[config.mk]
export PLATFORM = sky130hd
export DESIGN_NAME = demux1x2_buf_flat
export DESIGN_NICKNAME = d
export VERILOG_FILES = /design/src/rtl/demux1x2_buf_if.sv /design/src/rtl/demux1x2_buf.sv /design/src/flat_wrapper.sv
export SDC_FILE = /design/constraint.sdc
export NUM_CORES = 1
export LEC_CHECK = 0
export CAP_MARGIN = 20
export CORE_MARGIN = 2
export CORE_UTILIZATION = 44
export DETAILED_ROUTE_END_ITERATION = 12
export GPL_TIMING_DRIVEN = 0
export MAX_ROUTING_LAYER = met4
export PLACE_DENSITY = 0.82
export SLEW_MARGIN = 40
export SYNTH_ARGS = -nofsm -noshare
export SYNTH_HDL_FRONTEND = slang
export SYNTH_SLANG_ARGS = --single-unit
[constraint.sdc]
create_clock -name clk -period 1.4 [get_ports clk]
set_input_delay 0.21 -clock clk [delete_from_list [all_inputs] [get_ports clk]]
set_output_delay 0.21 -clock clk [all_outputs]
set_load 0.05 [all_outputs]
[src/rtl/demux1x2_buf_if.sv]
// Handshake bundle for demux1x2_buf: one input stream, two output channels and the
// per-channel delivery counters. The slave modport is the demux's view.
interface demux1x2_buf_if #(
  parameter int unsigned WIDTH = 4,
  parameter int unsigned CNT_W = 8
);
  logic [WIDTH-1:0] in_data;
  logic             in_sel;
  logic             in_valid;
  logic             in_ready;
  logic [WIDTH-1:0] out0_data;
  logic             out0_valid;
  logic             out0_ready;
  logic [WIDTH-1:0] out1_data;
  logic             out1_valid;
  logic             out1_ready;
  logic [CNT_W-1:0] cnt0;
  logic [CNT_W-1:0] cnt1;

  modport master (
    output in_data, in_sel, in_valid, out0_ready, out1_ready,
    input  in_ready, out0_data, out0_valid, out1_data, out1_valid, cnt0, cnt1
  );

  modport slave (
    input  in_data, in_sel, in_valid, out0_ready, out1_ready,
    output in_ready, out0_data, out0_valid, out1_data, out1_valid, cnt0, cnt1
  );
endinterface

[src/rtl/demux1x2_buf.sv]
// Registered 1-to-2 demultiplexer: each output channel has a one-entry holding register,
// so a stalled channel never blocks the other. Counts deliveries per channel.
module demux1x2_buf #(
  parameter int unsigned WIDTH = 4,
  parameter int unsigned CNT_W = 8
) (
  input logic            clk,
  input logic            rst,
  demux1x2_buf_if.slave  bus
);

  typedef enum logic {StEmpty, StFull} state_e;

  state_e           state_q [2];
  state_e           state_d [2];
  logic [WIDTH-1:0] data_q  [2];
  logic [WIDTH-1:0] data_d  [2];
  logic [CNT_W-1:0] cnt_q   [2];
  logic [CNT_W-1:0] cnt_d   [2];

  logic [1:0] full;
  logic [1:0] out_ready;
  logic [1:0] pop;
  logic [1:0] push_k;
  logic       in_ready;
  logic       push;

  always_comb begin
    out_ready = {bus.out1_ready, bus.out0_ready};
    full      = {state_q[1] == StFull, state_q[0] == StFull};
    pop       = full & out_ready;
    // A full channel can still accept when it is being drained on the same edge.
    in_ready  = ~full[bus.in_sel] | out_ready[bus.in_sel];
    push      = bus.in_valid & in_ready;
    push_k    = {push & bus.in_sel, push & ~bus.in_sel};

    for (int k = 0; k < 2; k++) begin
      state_d[k] = state_q[k];
      data_d[k]  = data_q[k];
      cnt_d[k]   = cnt_q[k] + CNT_W'(pop[k]);
      unique case (state_q[k])
        StEmpty: begin
          if (push_k[k]) begin
            state_d[k] = StFull;
            data_d[k]  = bus.in_data;
          end
        end
        StFull: begin
          if (pop[k] && push_k[k]) begin
            data_d[k] = bus.in_data;
          end else if (pop[k]) begin
            state_d[k] = StEmpty;
          end
        end
      endcase
    end
  end

  always_ff @(posedge clk or posedge rst) begin
    if (rst) begin
      for (int k = 0; k < 2; k++) begin
        state_q[k] <= StEmpty;
        data_q[k]  <= '0;
        cnt_q[k]   <= '0;
      end
    end else begin
      for (int k = 0; k < 2; k++) begin
        state_q[k] <= state_d[k];
        data_q[k]  <= data_d[k];
        cnt_q[k]   <= cnt_d[k];
      end
    end
  end

  assign bus.in_ready   = in_ready;
  assign bus.out0_data  = data_q[0];
  assign bus.out0_valid = full[0];
  assign bus.out1_data  = data_q[1];
  assign bus.out1_valid = full[1];
  assign bus.cnt0       = cnt_q[0];
  assign bus.cnt1       = cnt_q[1];

endmodule

[src/flat_wrapper.sv]
// flat-port wrapper written by rule: the top's interface ports become plain ports
module demux1x2_buf_flat 
#(
  parameter int unsigned WIDTH = 4,
  parameter int unsigned CNT_W = 8
)
  (clk, rst, bus_in_data, bus_in_sel, bus_in_valid, bus_out0_ready, bus_out1_ready, bus_in_ready, bus_out0_data, bus_out0_valid, bus_out1_data, bus_out1_valid, bus_cnt0, bus_cnt1);
  demux1x2_buf_if #(.WIDTH(WIDTH), .CNT_W(CNT_W)) bus_i ();
  input logic clk;
  input logic rst;
  input wire logic [$bits(bus_i.in_data)-1:0] bus_in_data;
  input wire logic [$bits(bus_i.in_sel)-1:0] bus_in_sel;
  input wire logic [$bits(bus_i.in_valid)-1:0] bus_in_valid;
  input wire logic [$bits(bus_i.out0_ready)-1:0] bus_out0_ready;
  input wire logic [$bits(bus_i.out1_ready)-1:0] bus_out1_ready;
  output wire logic [$bits(bus_i.in_ready)-1:0] bus_in_ready;
  output wire logic [$bits(bus_i.out0_data)-1:0] bus_out0_data;
  output wire logic [$bits(bus_i.out0_valid)-1:0] bus_out0_valid;
  output wire logic [$bits(bus_i.out1_data)-1:0] bus_out1_data;
  output wire logic [$bits(bus_i.out1_valid)-1:0] bus_out1_valid;
  output wire logic [$bits(bus_i.cnt0)-1:0] bus_cnt0;
  output wire logic [$bits(bus_i.cnt1)-1:0] bus_cnt1;
  assign bus_i.in_data = bus_in_data;
  assign bus_i.in_sel = bus_in_sel;
  assign bus_i.in_valid = bus_in_valid;
  assign bus_i.out0_ready = bus_out0_ready;
  assign bus_i.out1_ready = bus_out1_ready;
  assign bus_in_ready = bus_i.in_ready;
  assign bus_out0_data = bus_i.out0_data;
  assign bus_out0_valid = bus_i.out0_valid;
  assign bus_out1_data = bus_i.out1_data;
  assign bus_out1_valid = bus_i.out1_valid;
  assign bus_cnt0 = bus_i.cnt0;
  assign bus_cnt1 = bus_i.cnt1;
  demux1x2_buf #(.WIDTH(WIDTH), .CNT_W(CNT_W)) u_core (.clk(clk), .rst(rst), .bus(bus_i));
endmodule
-- After elaboration in Yosys (flattened, before gate mapping)
Cells that the tools add are included.
Widths: inputs -> output; s select.
- $add $sub $neg: 2
- order comparisons: 1
- equality and inequality tests: 4
- mux-type cells: 18
- bitwise logic cells: 9
- reduce and logical (&&, ||, !) cells: 4
- operator list (cell ; number):
    $add 8x1->8 ; 2
    $mux 4 ; 4
    $pmux 4 s2 ; 2
    $mux 1 ; 10
    $ne 2x1->1 const B ; 2
    $ne 2x2->1 const B ; 2
    $not 1->1 ; 4
    $pmux 1 s2 ; 2
    $reduce_and 2->1 ; 2
    $and 1x1->1 ; 3
    $and 2x2->2 ; 1
    $logic_and 1x1->1 ; 2
    $lt 1x2->1 const B ; 1
    $or 1x1->1 ; 1
- register bits: 26
- input bits: 10
- output and inout bits: 27
- logic and storage cells: 44

-- Logic depth before layout (Yosys ltp)
- word-level depth: 9
- gate-level depth with buffers: 5
- gate-level depth less buffers: 5

-- Least setup slack after synthesis
OpenSTA, ideal clock, no wires.
- path kind: register to register
- start point: reg u_core.state_q, in the netlist u_core.bus.out0_valid
- end point: reg u_core.cnt_q, in the netlist u_core.bus.cnt0[4]
- library setup time: 0.141 ns
- arrival time: 1.508 ns
- data required time: 1.259 ns
- setup slack: -0.249 ns
- stages on the path, launching flop included: 6
- buffers on the path: 0
- period minus slack after synthesis: 1.649 ns
- path through: dfrtp_1 and2_2 ha_1 ha_1 nand3_1 xnor2_1
- RTL lines (item ; RTL line ; text):
    from (decl) ; demux1x2_buf.sv:14 ; state_e state_q [2];
    from (signal, indexed assignment) ; demux1x2_buf.sv:62 ; state_q[k] <= StEmpty;
    from (signal, indexed assignment) ; demux1x2_buf.sv:68 ; state_q[k] <= state_d[k];
    to (signal, indexed assignment) ; demux1x2_buf.sv:70 ; cnt_q[k] <= cnt_d[k];
    to (decl) ; demux1x2_buf.sv:18 ; logic [CNT_W-1:0] cnt_q [2];

-- Worst setup path in the final report
- start point: reg u_core.state_q, in the netlist u_core.bus.out1_valid
- end point: out bus_in_ready
- cells in the longest elaborated chain, start to end: 4
- ends and longest elaborated chain (item ; RTL line ; text):
    $mux 1 (not written as such) (2 in series) ; demux1x2_buf.sv:33 ; in_ready = ~full[bus.in_sel] | out_ready[bus.in_sel];
    $not 1->1 ; demux1x2_buf.sv:33 ;
    $or 1x1->1 ; demux1x2_buf.sv:33 ;
    to (decl) ; flat_wrapper.sv:16 ; output wire logic [$bits(bus_i.in_ready)-1:0] bus_in_ready;
Every way passes these cells. The select of a mux whose other input is x is not followed.

==> results.toml <==
[status]
status = "complete, but fails checks"
violations = "setup timing"

[setup_path]
crit_type = "reg -> out"
endpoint_kind = "primary output"
crit_fanout = 3
start_kind = "flip-flop"
crit_arrival_ns = 1.23
worstPathRequired_ns = 1.19
r2r_slack_ns = 0.13
ff2ff_path_depth = 3
r2r_start = "u_core.bus.out0_valid"
worstReg2RegEnd = "u_core.bus.out0_data[2]"

[die]
fp-row-count = 17
die_area_um2 = 2840
initial_utilization_pct = 47.5
io_pins = 37
dieWidth_um = 53.3
die_height_um = 53.3
coreArea_um2 = 2250

[cts]
hold_buffers = 0
clock_sinks = 26
clockBufferDepth = 2
clk_latency_ns = 0.32
h-tree-depth = 1
numCtsBuffers = 3
clk_pin_slew_ns = 0.14
post-cts-setup-buffers = 0
cts_tree = "done"
root_buffer = "clkbuf_4"

[timing]
setup-violations-final = 1
finalCriticalPeriod_ns = 1.44
setup_ws_ns = -0.0388
rsz0062_at_grt = "yes"
finalClockSkew_ns = 0.00348
period_share_pct = 103
hold_ws_ns = 0.231
worstMarginPinSlew_ns = 0.524
slew_violations = 0
slew_headroom_pct = 65.0
fmax_mhz = 695
hold_viol = 0

[finish]
final_net_count = 131
drive_gt1_share_pct = 47.4
area_growth_pct = 46.4
diodes = 0
final_util_pct = 69.5
fill_cells = 173

[drt]
drc = 0
vias = 687
via_per_inst = 4.77
wire_per_inst_um = 13.6
drt_iter0_drc = 3
first_pass_iters = 4
routed_wl_mm = 1.96
ant_nets = 0

[global_routing]
antenna_found_initial = 0
grt_pass1_wl_mm = 3.17
grt_util_all_layers_pct = 16.6
grt_max_degree = 27
overflow = 0
first_global_vias = 699

[power_and_ir_drop]
cellPowerDensity_nw_per_um2 = 1920
p_leak_uw = 0.000687
peakVddDrop_mv = 1.24

[synth]
synthCells = 76
ys_seq_area_share_pct = 60.7
ys_ff_latch = 26
synth_area_um2 = 1070
async_flop_share_pct = 100
synth_cell_types = 17
synth-edff-count = 0
ys.flop_type = "dfrtp_1"
yosysWarnings = 0
syn_nets = 90
synth_area_per_cell_um2 = 14.1

[worst_hold_path]
hold_class = "in -> async"

[run]
max-cap-violations = 0

[place]
portBuffers = 36
dp_slack_ns = -0.678
gp_congestion = 0.744
per-stage QoR:
stage / total power, uW / cells / instance area [um^2] / setup TNS [ns]
floorplan: 2100 / 76 / 1120 / -0.000523
global placement: 2580 / 140 / 1510 / -2.96
detailed placement: 2630 / 140 / 1510 / -3.32
CTS: 3060 / 144 / 1580 / -0.119
global route: 3140 / 144 / 1570 / -0.0800
finish: 3010 / 144 / 1570 / -0.0388
layout by cell type, fill, tap and decap left out, types with 2 or more instances in the layout:
cell type / netlist / layout
clkbuf_4: 0 / 3
xnor2_1: 10 / 10
clkdlybuf4s50_1: 0 / 8
dfrtp_2: 0 / 4
buf_2: 0 / 5
clkdlybuf4s15_2: 0 / 20
and3_1: 4 / 4
dfrtp_1: 26 / 22
ha_4: 0 / 3
xor2_1: 2 / 2
mux2_2: 9 / 9
nand2b_4: 1 / 2
nand3_1: 10 / 10
per-layer routing:
layer | share of wire (%) | vias up | track usage, %
met3 | 4.5 | 4 | 2.82
met5 | 0 | - | -
li1 | - | 339 | -
met4 | 1.5 | 0 | 7.69
met2 | 51 | 23 | 27.4
met1 | 43 | 321 | 19.6
critical path, stage by stage (launching register included):
cell	delay, ns
dfrtp_2	0.42
nand2b_4	0.06
mux2_2	0.27
buf_6	0.15
area by class of cell:
cell class	count	area, um^2	area share (%)
clock buffers	3	22.5	1.44
clock inverters	1	30.0	1.92
inverters	2	7.51	0.479
multi-input cells	48	462	29.4
flip-flops and latches	26	656	41.8
well taps	28	35.0	2.23
repair buffers	36	355	22.7
state kept, by name, indices dropped and copies added (netlist names):
register and count:
u_core.bus.cnt0 8, u_core.bus.cnt1 8, u_core.bus.out0_data 4, u_core.bus.out0_valid 1, u_core.bus.out1_data 4, u_core.bus.out1_valid 1
kinds of logic (layout without fill, tap and decap cells):
logic type | Yosys count | count (layout) | synth area share (%)
buffers and inverters | 2 | 42 | 0.701
muxes | 9 | 9 | 9.46
adders and majority gates | 4 | 4 | 4.67
AOI/OAI and AO/OA | 1 | 1 | 0.467
and+or+nand+nor | 22 | 22 | 14.1
DFF | 26 | 26 | 60.7
xor gates and xnor gates | 12 | 12 | 9.81
synthesized netlist by cell type (2+ instances only):
cell type,number,area (um^2)
dfrtp_1,26,651
xnor2_1,10,87.6
xor2_1,2,17.5
mux2_2,9,101
nand3_1,10,50.1
inv_1,2,7.51
ha_1,4,50.1
and3_1,4,25.0
how the worst max path moves through the flow:
stage                              end  slack (ns)  cells after the start                   from
floorplan           u_core.bus.cnt0[7]     -0.0005                      5  u_core.bus.out0_valid
global placement          bus_in_ready       -0.66                      3             bus_in_sel
detailed placement        bus_in_ready       -0.68                      3             bus_in_sel
CTS                       bus_in_ready       -0.07                      3  u_core.bus.out1_valid
global route              bus_in_ready       -0.08                      3  u_core.bus.out0_valid
finish                    bus_in_ready       -0.04                      3  u_core.bus.out1_valid
power by group:
group | internal (uW) | switching, uW | leakage [uW]
Sequential | 956 | 213 | 0.000320
Combinational | 414 | 917 | 0.000339
Clock | 289 | 220 | 0.0000279
Total | 1660 | 1350 | 0.000687
what timing repair did:
action,4_1_cts,5_1_grt
resized for setup,89,8
endpoints found under the hold margin,0,0
setup endpoints to repair,27,5
Power figures use the tool's default switching activity.
==> patch 1 (same settings) <==
Register the output `bus.cnt0`, without a reset; this adds one clock of latency there.
--- a/src/rtl/demux1x2_buf.sv
+++ b/src/rtl/demux1x2_buf.sv
@@ -77,7 +77,9 @@
   assign bus.out0_valid = full[0];
   assign bus.out1_data  = data_q[1];
   assign bus.out1_valid = full[1];
-  assign bus.cnt0       = cnt_q[0];
+  always_ff @(posedge clk) begin
+    bus.cnt0 <= cnt_q[0];
+  end
   assign bus.cnt1       = cnt_q[1];
 
 endmodule
Formal check against the unedited RTL: not equivalent (a bounded check fails within 4 cycles, from zero or initial values and one cycle with rst high).
==> patch 1 against the original RTL <==
  * The flow still finishes with violations (negative setup slack)
  * Register-to-register slack lost 0.05 ns
  * Worst setup slack lost 0.0099 ns
  * Critical path type is now in2out
  * Final area grew 13%
  * Clock power grew 36%
  * Power grew 16%
  * Synthesized area grew 20%
  * Largest cell class unchanged
  * Clock skew grew 0.0039 ns
  * Core utilization shrank 5.2 points
  * Global-route usage shrank 0.31 points
  * Critical path depth grew 1
  * Synthesized cell count grew 20%
  * Non-clock buffer count grew 10
  * Sequential cell count grew 8
  * Wire length grew 21%
==> patch 1: results (changes against the original RTL) <==
\begin{tabular}{lr}
\hline
Metric & Value \\
\hline
\multicolumn{2}{l}{\textbf{Detailed routing}} \\
\quad Metal2 WL & 1240 um (+24\%) \\
\quad Number of vias after detailed routing & 825 (+20\%) \\
\quad First-pass iteration count of the detailed router & 3 (-1) \\
\quad Final Routed Wirelength & 2360 um (+21\%) \\
\quad Length of routed met3 wiring & 204 um (+130\%) \\
\multicolumn{2}{l}{\textbf{Pwr}} \\
\quad Leakage power summed over all cells & 0.846 nW (+23\%) \\
\multicolumn{2}{l}{\textbf{Synthesis}} \\
\quad Post-synthesis instance area & 1290 um2 (+20\%) \\
\quad Syn\_nets & 105 (+17\%) \\
\quad Synth area leaders & dfrtp\_1 (51\%), dfxtp\_1 (12\%), mux2\_2 (7.9\%) \\
\quad Average footprint of a synthesized cell & 14.1 um2 (+0.30\%) \\
\quad Share of cell area taken by muxes after synthesis & 7.88\% (-1.6 points) \\
\quad Adder-cell share of the synthesized area & 3.89\% (-0.78 points) \\
\multicolumn{2}{l}{\textbf{Critical path}} \\
\quad Critical-path maximum fanout & 2 (-1) \\
\multicolumn{2}{l}{\textbf{GRT}} \\
\quad Via count of the first global-routing pass & 872 (+25\%) \\
\quad Global-route wire length before repair & 3790 um (+20\%) \\
\quad Global routing met1 resource utilization & 16.7\% (-2.9 points) \\
\multicolumn{2}{l}{\textbf{Status}} \\
\quad Violated checks & negative setup slack \\
\quad Result of the run & complete, but fails checks \\
\multicolumn{2}{l}{\textbf{Placement}} \\
\quad Post-Place Worst Slack & -0.620 ns (+0.0579 ns) \\
\quad Placed instance area & 1690 um2 (+12\%) \\
\quad Count of placed standard cells including taps & 158 (+13\%) \\
\multicolumn{2}{l}{\textbf{Final layout}} \\
\quad Layout cells sized above 1 & 45.3\% (-2.2 points) \\
\multicolumn{2}{l}{\textbf{STA}} \\
\quad Summed negative setup slack over all endpoints & -0.0487 ns (-0.00994 ns) \\
\quad Setup-failing EPs final & 1 (unchanged) \\
\quad Final worst slack & -0.0487 ns (-0.00994 ns) \\
\multicolumn{2}{l}{\textbf{Clock tree}} \\
\quad CTS H-tree lvls & 2 (+1) \\
\quad Number of buffers created by CTS & 5 (+2) \\
\hline
\end{tabular}
## patch 1: cell types whose count changed after synthesis, sizes merged
cell	before	now
buf	0	8
dfxtp	0	8
nand2	2	3
nor3b	1	0
inv	2	1
nand3b	0	1
o21ai	1	0
## patch 1: logic make-up after synthesis
family / after synthesis
buffers and inverters: 9
adder cells (fa/ha/maj): 4
flip-flops: 34
AND/OR/NAND/NOR: 23
XOR/XNOR: 12
multiplexers: 9
## patch 1: critical path, stage by stage
cell,delay (ns)
clkdlybuf4s50_1,0.44
nand2b_4,0.16
mux2_4,0.28
buf_8,0.15
## patch 1: final timing paths
check / endpoint / from / cells after the start / slack [ns]
max: bus_in_ready / bus_out0_ready / 4 / -0.05
min: u_core.cnt_q[15] / rst / 2 / 0.25
max reg2reg: u_core.cnt_q[12] / u_core.bus.out0_valid / 5 / 0.08
min reg2reg: u_core.bus.cnt0[0] / u_core.cnt_q[8] / 0 / 0.40
max in group asynchronous: u_core.bus.cnt1[1] / rst / 2 / 0.75
min in group clk: u_core.bus.cnt0[0] / u_core.cnt_q[8] / 0 / 0.40
## patch 1: repair_timing
item,in CTS,in global routing
hold endpoints to repair,0,0
endpoints found under the setup margin,27,12
buffers inserted,0,2
gates resized for setup,85,23
## patch 1: report_power, final
part / internal (mW) / leakage, nW / total, mW / switching (mW)
registers: 1.24 / 0.388 / 1.45 / 0.212
logic: 0.455 / 0.413 / 1.36 / 0.905
clock network: 0.370 / 0.0450 / 0.691 / 0.321
## patch 1: cell type report
class	count	area, um2	share of cell area, %
timing repair buffer	38	332	18.7
clock inverter	3	40.0	2.26
inverter	1	3.75	0.212
tap	31	38.8	2.19
clock buffer	5	37.5	2.12
multi-input combinational	48	448	25.2
sequential	34	815	45.9
buffer	8	60.1	3.39
==> patch 2 (config.mk and constraints unchanged) <==
Made on the original files. `CNT_W` is set to 8 in 3 places; all go to 9.
--- a/src/rtl/demux1x2_buf_if.sv
+++ b/src/rtl/demux1x2_buf_if.sv
@@ -2,7 +2,7 @@
 // per-channel delivery counters. The slave modport is the demux's view.
 interface demux1x2_buf_if #(
   parameter int unsigned WIDTH = 4,
-  parameter int unsigned CNT_W = 8
+  parameter int unsigned CNT_W = 9
 );
   logic [WIDTH-1:0] in_data;
   logic             in_sel;
--- a/src/rtl/demux1x2_buf.sv
+++ b/src/rtl/demux1x2_buf.sv
@@ -2,7 +2,7 @@
 // so a stalled channel never blocks the other. Counts deliveries per channel.
 module demux1x2_buf #(
   parameter int unsigned WIDTH = 4,
-  parameter int unsigned CNT_W = 8
+  parameter int unsigned CNT_W = 9
 ) (
   input logic            clk,
   input logic            rst,
--- a/src/flat_wrapper.sv
+++ b/src/flat_wrapper.sv
@@ -2,7 +2,7 @@
 module demux1x2_buf_flat 
 #(
   parameter int unsigned WIDTH = 4,
-  parameter int unsigned CNT_W = 8
+  parameter int unsigned CNT_W = 9
 )
   (clk, rst, bus_in_data, bus_in_sel, bus_in_valid, bus_out0_ready, bus_out1_ready, bus_in_ready, bus_out0_data, bus_out0_valid, bus_out1_data, bus_out1_valid, bus_cnt0, bus_cnt1);
   demux1x2_buf_if #(.WIDTH(WIDTH), .CNT_W(CNT_W)) bus_i ();
Ports: changed (resized bus_cnt0 and bus_cnt1); port bits go from 37 to 39. The function was not compared with the original's and may differ.
==> patch 2 against the original RTL <==
  * The flow still finishes with violations (negative setup slack)
  * Synthesized area increased by 8.3%
  * Critical path depth unchanged
  * Worst setup slack got worse by 0.026 ns
  * Fmax decreased by 1.8%
  * Critical path type unchanged
  * Wire length increased by 11%
  * Final area increased by 7.7%
  * Power decreased by 0.97%
  * Sequential cell count increased by 2
==> patch 2: results (changes against the original RTL) <==
\begin{tabular}{lr}
\hline
Metric & Value \\
\hline
\multicolumn{2}{l}{\textbf{GRT}} \\
\quad All-layer global routing usage & 15.6\% (-1.0 points) \\
\quad Via count of the first global-routing pass & 811 (+16\%) \\
\quad Maximum number of pins on one net before global-route repair & 29 (+7.4\%) \\
\quad Global-route wire length before repair & 3660 um (+15\%) \\
\multicolumn{2}{l}{\textbf{Final layout}} \\
\quad Post-layout nets & 142 (+8.4\%) \\
\quad Post-route non-filler standard cell count & 157 (+9.0\%) \\
\quad Number of filler instances in the final layout & 193 (+12\%) \\
\quad Layout cells sized above 1 & 48.8\% (+1.4 points) \\
\multicolumn{2}{l}{\textbf{Detailed routing}} \\
\quad First-pass iteration count of the detailed router & 4 (unchanged) \\
\quad Drt wl/cell & 13.8 um (+1.4\%) \\
\quad Via-per-instance ratio & 5.00 (+4.8\%) \\
\quad Initial DRC count & 3 (unchanged) \\
\multicolumn{2}{l}{\textbf{Synthesis}} \\
\quad Commonest cells in the netlist & dfrtp\_1 (28), xnor2\_1 (10), mux2\_2 (9) \\
\quad Syn\_nets & 97 (+7.8\%) \\
\quad Fraction of the yosys area taken by sequential cells & 60.4\% (-0.34 points) \\
\quad Unique masters post-synth & 22 (+5) \\
\quad Cells after synthesis & 83 (+9.2\%) \\
\quad Number of warnings issued by yosys & 0 (unchanged) \\
\quad Synth area leaders & dfrtp\_1 (60\%), mux2\_2 (8.7\%), xnor2\_1 (7.6\%) \\
\multicolumn{2}{l}{\textbf{Placement}} \\
\quad Final weighted congestion of routability-driven global placement & 0.668 (-10\%) \\
\quad Count of placed standard cells including taps & 151 (+7.9\%) \\
\quad Placed instance area & 1630 um2 (+7.7\%) \\
\quad Post-Place Worst Slack & -0.680 ns (-0.00205 ns) \\
\quad Quantity of I/O buffers inserted on ports & 38 (+5.6\%) \\
\multicolumn{2}{l}{\textbf{Status}} \\
\quad Violated checks & negative setup slack \\
\quad Result of the run & complete, but fails checks \\
\multicolumn{2}{l}{\textbf{STA}} \\
\quad Summed negative setup slack over all endpoints & -0.0652 ns (-0.0264 ns) \\
\quad Setup-failing EPs final & 1 (unchanged) \\
\quad Largest clock skew in the final design & 0.0102 ns (+0.00672 ns) \\
\quad Final worst slack & -0.0652 ns (-0.0264 ns) \\
\quad Actual transition at the worst max-transition pin & 0.558 ns (+0.0341 ns) \\
\multicolumn{2}{l}{\textbf{Pwr}} \\
\quad Worst-case vdd ir drop & 1270 uV (+2.7\%) \\
\quad Leakage power summed over all cells & 0.756 nW (+10\%) \\
\multicolumn{2}{l}{\textbf{Clock tree}} \\
\quad Clock insertion delay at the later pin of the skew report & 0.33 ns \\
\quad Clock-pin slew reported for the worst setup and hold paths after clock tree synthesis & 0.14 ns (about the same) \\
\quad CTS Root Buffer Type & clkbuf\_4 \\
\quad Max Buffers Root-to-Sink & 2 (unchanged) \\
\multicolumn{2}{l}{\textbf{Critical path}} \\
\quad Kind of cell adding the most delay to the critical path & flip-flops \\
\quad Worst path arrival time & 1.26 ns (+0.03 ns) \\
\hline
\end{tabular}
[patch 2: cell count changes after synthesis]
cell	delta
dfrtp_1	+2
xor2_1	+2
nand3_2	+1
nor2_1	+1
and4_1	+2
nand2_1	+4
nand3_1	-6
nor3_1	+1
nand4_1	+3
and3_1	-3
[patch 2: path summary, 6_finish.rpt]
path                                         end                   from  slack [ns]  cells after the start
max                                 bus_in_ready  u_core.bus.out0_valid       -0.07                      3
min                           u_core.bus.cnt0[7]                    rst        0.23                      2
max reg2reg                   u_core.bus.cnt1[8]  u_core.bus.out1_valid        0.05                      6
min reg2reg                   u_core.bus.cnt1[8]     u_core.bus.cnt1[8]        0.47                      1
max in group asynchronous  u_core.bus.out1_valid                    rst        0.76                      2
min in group clk           u_core.bus.out0_valid             bus_in_sel        0.35                      2
[patch 2: area by class of cell]
cell class | count | area [um2] | share of cell area, %
clock buffers | 4 | 36.3 | 2.15
well taps | 30 | 37.5 | 2.22
inverters | 2 | 7.51 | 0.444
multi-input cells | 53 | 532 | 31.5
flip-flops and latches | 28 | 706 | 41.8
repair buffers | 40 | 370 | 21.9
[patch 2: power by group]
| part | leakage [nW] | total (mW) | switching (mW) | internal, mW |
|---|---|---|---|---|
| Sequential | 0.348 | 1.26 | 0.244 | 1.01 |
| Combinational | 0.388 | 1.33 | 0.926 | 0.407 |
| Clock | 0.0210 | 0.389 | 0.229 | 0.159 |
| Total | 0.756 | 2.98 | 1.40 | 1.58 |
[patch 2: kinds of logic after synthesis]
logic type                 after synthesis  share of synthesized area [%]
AOI/OAI and AO/OA                        1                          0.431
muxes                                    9                           8.74
DFF                                     28                           60.4
xor gates and xnor gates                14                           10.6
adders and majority gates                4                           4.32
and+or+nand+nor                         25                           14.9
buffers and inverters                    2                          0.647
[patch 2: worst reg2reg max path: stages, from the launching register on]
cell and delay [ns]:
dfrtp_2 0.42, and2_4 0.16, ha_4 0.14, ha_4 0.14, nand3_4 0.09, nor3_4 0.20, xor2_1 0.15
[patch 2: routing by layer]
layer  wire length, um  track usage (%)
met1               975             18.1
met2              1030             25.7
met3               130             3.28
met4                34             7.32
met5                 0                -
[patch 2: through the flow]
| stage | util [%] | power (mW) | hold slack (ns) |
|---|---|---|---|
| after floorplan | - | 2.17 | 0.275 |
| after global placement | 65.8 | 2.66 | 0.458 |
| after detailed placement | 65.8 | 2.70 | 0.462 |
| after CTS | 68.1 | 3.01 | 0.249 |
| after global routing | 68.2 | 3.13 | 0.286 |
| final | 68.2 | 2.98 | 0.230 |
[patch 2: timing repair]
action | in CTS | in global routing
endpoints found under the setup margin | 29 | 10
hold buffers | 0 | 0
pin swaps | 0 | 2
buffers inserted | 0 | 2
resized for setup | 101 | 15
